File: config.mk
export PLATFORM = sky130hd
export DESIGN_NAME = spi_tx_feeder
export DESIGN_NICKNAME = d
export VERILOG_FILES = /design/src/rtl/spi_tx_feeder.sv
export SDC_FILE = /design/constraint.sdc
export NUM_CORES = 1
export LEC_CHECK = 0
export BUFFER_PORTS_ARGS = -buffer_cell sky130_fd_sc_hd__buf_4
export CORE_MARGIN = 8
export CORE_UTILIZATION = 50
export DETAILED_ROUTE_END_ITERATION = 16
export PLACE_DENSITY = 0.65
export SYNTH_ARGS = -nofsm -noshare
export SYNTH_HDL_FRONTEND = slang
export SYNTH_SLANG_ARGS = --single-unit
File: constraint.sdc
create_clock -name clk -period 5.19 [get_ports clk]
set_input_delay 0.519 -clock clk [delete_from_list [all_inputs] [get_ports clk]]
set_output_delay 0.519 -clock clk [all_outputs]
set_load 0.03 [all_outputs]
File: src/rtl/spi_tx_feeder.sv
// Byte FIFO plus frame pacer that feeds the start/p_dat/cpol/cpha inputs of the SPI stage.
// Each launch is followed by a fixed frame wait and an optional gap, counted in clk cycles.
module spi_tx_feeder #(
  parameter int DEPTH        = 8,
  parameter int FRAME_CYCLES = 40,
  parameter int GAP_CYCLES   = 4
) (
  input  logic                     clk,
  input  logic                     rst_n,
  input  logic                     wr_en,
  input  logic [7:0]               wr_data,
  input  logic                     cfg_cpol,
  input  logic                     cfg_cpha,
  input  logic                     flush,
  output logic                     start,
  output logic [7:0]               p_dat,
  output logic                     cpol,
  output logic                     cpha,
  output logic                     busy,
  output logic                     full,
  output logic                     empty,
  output logic [$clog2(DEPTH):0]   count,
  output logic                     ovf
);

  localparam int PW   = $clog2(DEPTH);
  localparam int MAXC = (FRAME_CYCLES > GAP_CYCLES) ? FRAME_CYCLES : GAP_CYCLES;
  localparam int CW   = $clog2(MAXC) + 1;

  localparam logic [CW-1:0] FRAME_LOAD = CW'(FRAME_CYCLES - 1);
  localparam logic [CW-1:0] GAP_LOAD   = CW'((GAP_CYCLES > 0) ? GAP_CYCLES - 1 : 0);
  localparam logic [CW-1:0] CNT_ONE    = CW'(1);
  localparam logic [PW:0]   FULL_COUNT = (PW+1)'(DEPTH);
  localparam logic [PW:0]   COUNT_ONE  = (PW+1)'(1);
  localparam logic [PW-1:0] PTR_ONE    = PW'(1);
  localparam logic [PW-1:0] PTR_LAST   = PW'(DEPTH - 1);

  typedef enum logic [1:0] {IDLE, LAUNCH, WAIT, GAP} state_t;

  state_t        state;
  logic [7:0]    mem [DEPTH];
  logic [PW-1:0] wr_ptr;
  logic [PW-1:0] rd_ptr;
  logic [CW-1:0] cnt;
  logic          wr_acc;
  logic          pop;
  logic [PW:0]   count_next;

  // A write that coincides with flush is discarded, and a full FIFO never
  // accepts a write even when a pop happens in the same cycle.
  always_comb begin
    wr_acc     = wr_en && !full && !flush;
    pop        = (state == IDLE) && !empty && !flush;
    count_next = count;
    if (wr_acc && !pop) begin
      count_next = count + COUNT_ONE;
    end else if (pop && !wr_acc) begin
      count_next = count - COUNT_ONE;
    end
  end

  // Storage is left unreset so it maps onto distributed/block RAM.
  always_ff @(posedge clk) begin
    if (wr_acc) begin
      mem[wr_ptr] <= wr_data;
    end
  end

  always_ff @(posedge clk or negedge rst_n) begin
    if (!rst_n) begin
      wr_ptr <= '0;
      rd_ptr <= '0;
      count  <= '0;
      full   <= 1'b0;
      empty  <= 1'b1;
      ovf    <= 1'b0;
    end else begin
      ovf <= wr_en && full && !flush;
      if (flush) begin
        wr_ptr <= '0;
        rd_ptr <= '0;
        count  <= '0;
        full   <= 1'b0;
        empty  <= 1'b1;
      end else begin
        if (wr_acc) begin
          wr_ptr <= (wr_ptr == PTR_LAST) ? '0 : wr_ptr + PTR_ONE;
        end
        if (pop) begin
          rd_ptr <= (rd_ptr == PTR_LAST) ? '0 : rd_ptr + PTR_ONE;
        end
        count <= count_next;
        full  <= (count_next == FULL_COUNT);
        empty <= (count_next == '0);
      end
    end
  end

  // p_dat/cpol/cpha change only on a launch, so flush leaves them holding the last frame.
  always_ff @(posedge clk or negedge rst_n) begin
    if (!rst_n) begin
      state <= IDLE;
      cnt   <= '0;
      start <= 1'b0;
      busy  <= 1'b0;
      p_dat <= 8'h00;
      cpol  <= 1'b0;
      cpha  <= 1'b0;
    end else if (flush) begin
      state <= IDLE;
      cnt   <= '0;
      start <= 1'b0;
      busy  <= 1'b0;
    end else begin
      case (state)
        IDLE: begin
          if (!empty) begin
            p_dat <= mem[rd_ptr];
            cpol  <= cfg_cpol;
            cpha  <= cfg_cpha;
            start <= 1'b1;
            busy  <= 1'b1;
            state <= LAUNCH;
          end
        end
        LAUNCH: begin
          start <= 1'b0;
          cnt   <= FRAME_LOAD;
          state <= WAIT;
        end
        WAIT: begin
          if (cnt == '0) begin
            if (GAP_CYCLES > 0) begin
              cnt   <= GAP_LOAD;
              state <= GAP;
            end else begin
              busy  <= 1'b0;
              state <= IDLE;
            end
          end else begin
            cnt <= cnt - CNT_ONE;
          end
        end
        GAP: begin
          if (cnt == '0) begin
            busy  <= 1'b0;
            state <= IDLE;
          end else begin
            cnt <= cnt - CNT_ONE;
          end
        end
        default: begin
          start <= 1'b0;
          busy  <= 1'b0;
          state <= IDLE;
        end
      endcase
    end
  end

endmodule

==> impl_metrics.toml <==
[run_status]
run_status = "finished, final reports clean"

[cts]
htree_levels = 3
cts.clk_slew.worst_paths_ns = 0.10
clock-sinks = 98
cts_buffers = 9
clock_path_buffers = 2
cts_tree = "yes"
cts-root-buf = "clkbuf_8"
cts_resized = 0
cts_setup_buffers = 0
clk_latency_ns = 0.37
postCtsHoldBufs = 0

[die]
die_h_um = 108.5
fp.dieW_um = 108.5
core_mm2 = 0.008258
rows = 33
io_pins = 33
initial_core_util_pct = 51.85
dieArea_mm2 = 0.01178

[power_and_ir_drop]
ir_drop_mv = 0.1727
combPwrFrac_pct = 35.7
power_density_mw_per_mm2 = 499.4
p_int_mw = 1.504
p_leak_nw = 1.762
pwr-share-clk_pct = 19.9
netSwitchingPower_mw = 0.8807
p_seq_share_pct = 44.4
switching_share_pct = 36.94

[timing]
max_freq_mhz = 433.5
drv_slew = 0
final.setup_skew_ns = 0.01609
rsz0062_at_grt = "false"
fin_tns_setup_ns = 0
finalHoldViolations = 0
relSlewSlack_pct = 24.89
min_period_over_period_pct = 44.45
final.min_clock_period_ns = 2.307
hold_ws_ns = 0.07695
finalSetupViolCount = 0
postLayoutSetupSlackWorst_ns = 2.883
tightest_slew_ns = 1.127

[placement]
placed_cell_area_mm2 = 0.004582
dp_hpwl_mm = 5.093
pre_cts_ws_ns = 2.751
gp_congestion = 0.7716
numPortBuffers = 32
post-place-cells = 419

[global_routing]
grt_overflow_total = 0
grt_pass1_wl_mm = 12.70
grt_antenna_before_repair = 0
grt_pass1_vias = 2462
grt_use_total_pct = 14.25
grt_max_degree = 35

[synthesis]
synth_xor_area_share_pct = 1.023
syn_area_mm2 = 0.004282
synth_nets = 320
yosys.area.top_type = "edfxtp_1"
synth_top_family_by_area = "multiplexers"
synth_edf_count = 64
ys_types = 52
synthSimpleGateAreaFrac_pct = 9.819
netlist_top_cells_area = "edfxtp_1, dfrtp_1, mux4_2"
synth_compound_gate_area_share_pct = 6.750
synth_adder_area_share_pct = 3.507
synth.top_cells.by_count = "edfxtp_1, dfrtp_1, nor2_1"
yosysSeqAreaShare_pct = 64.79
synth.most_common_cell = "edfxtp_1"
synth-async-reset-ratio_pct = 34.69
synth_seq_cells = 98
syn_avg_cell_area_um2 = 14.56
synth.area.mux_share_pct = 11.31
synth_warnings = 0
syn_inst = 294
synth.top_cell.area_share_pct = 44.89
synth_ff_type = "edfxtp_1"

[detailed_routing]
wl_mm = 7.641
drtAntennaViolNets = 0
routedWlPerCell_um = 17.57
vias = 2384
drc = 0
drt-vias-per-instance = 5.480
drt_iter0_markers = 117
dr.pass1.iters = 4

[layout]
multiInputGateArea_mm2 = 0.001388
drive_above_1_share_pct = 25.45
fin_cells = 435
fin_area_mm2 = 0.004775
syn2layout_area_growth_pct = 11.51
regArea_mm2 = 0.002774
final_nets = 351
fill_cells = 663
antenna_cells = 0

[worst_setup_path]
cp_slowest_cell = "nor3_1"
worstSetupStartpoint = "full$_DFF_PN0_"
critPathArrivalTime_ns = 2.29
cp_cell_sequence = "nand2b_2, or3_1, nor3_1"
worstPathMaxFanout = 8
crit_buf_inv = 0
required_ns = 5.17
max_stage_delay_ns = 0.83
cp-start-kind = "flop"
rr_startpoint = "full$_DFF_PN0_"
cpLargestDelayFamily = "simple AND/OR/NAND/NOR gates"
worst_setup_path_end_kind = "flop"
critPathKind = "flop to flop"

[worst_hold_path]
min_path_type = "primary input to asynchronous set/reset pin"

[job]
drv_cap = 0
-- flip-flops by register name (all words and copies together) (netlist names), 2 cells and up --
| name | count |
|---|---|
| mem | 64 |
| p_dat | 8 |
| cnt | 7 |
| count | 4 |
| rd_ptr | 3 |
| wr_ptr | 3 |
| state | 2 |
-- logic make-up after synthesis --
group	count (synthesis)
flip-flops	98
multiplexers	28
XOR/XNOR	5
buffers and inverters	24
AND/OR/NAND/NOR	83
adder cells (fa/ha/maj)	12
AO/OA/AOI/OAI	44
-- routing by layer --
layer / vias to the layer above / part of all wire, % / GRT usage [%] / wire (µm)
met3: 7 / 4.4 / 3.748 / 336
met5: - / 0 / 0 / 0
met4: 0 / 1.2 / 5.572 / 92
met1: 1192 / 49 / 19.11 / 3727
met2: 36 / 46 / 21.71 / 3484
li1: 1149 / - / - / -
-- layout make-up --
cell class / count / share of cell area (%)
sequential: 98 / 58.10
multi-input combinational: 172 / 29.06
timing repair buffer: 33 / 5.189
clock buffer: 10 / 2.883
tap: 105 / 2.752
clock inverter: 6 / 1.153
inverter: 11 / 0.8648
-- power by group through the flow --
| stage | registers (mW) | clock network [mW] | logic (mW) |
|---|---|---|---|
| floorplan | 1.14 | 0 | 0.564 |
| global placement | 1.08 | 0 | 0.835 |
| detailed placement | 1.08 | 0 | 0.853 |
| CTS | 1.06 | 0.490 | 0.857 |
| global route | 1.08 | 0.521 | 0.940 |
| finish | 1.06 | 0.474 | 0.852 |
-- layout by cell type, fill, tap and decap left out, types with 3 or more instances in the layout --
cell / instances
edfxtp_1: 64
mux2_2: 3
buf_4: 33
nor3_1: 6
nor2_1: 33
clkinv_4: 3
xnor2_1: 4
a21oi_1: 21
clkbuf_8: 10
ha_1: 12
nand2_1: 21
dfrtp_1: 33
a211oi_1: 3
o21ai_0: 6
mux4_2: 16
inv_1: 11
nand3_1: 4
mux2i_1: 9
-- final timing paths --
path                                  endpoint  slack, ns  cells past startpoint
setup / recovery           mem[0][3]$_DFFE_PP_       2.88                      3
min in group clk           mem[5][6]$_DFFE_PP_       0.38                      1
hold / removal              cnt[2]$_DFFE_PN0P_       0.08                      1
max in group asynchronous      empty$_DFF_PN1_       4.78                      1
hold reg to reg               cpol$_DFFE_PN0P_       0.51                      1
setup reg to reg           mem[0][3]$_DFFE_PP_       2.88                      3
-- metrics by stage --
stage | power [mW] | utilization (%)
final | 2.384 | 57.82
after floorplan | 1.707 | -
after global placement | 1.911 | 55.48
after detailed placement | 1.933 | 55.48
after CTS | 2.409 | 57.82
after global routing | 2.545 | 57.82
Power figures use the tool's default switching activity.
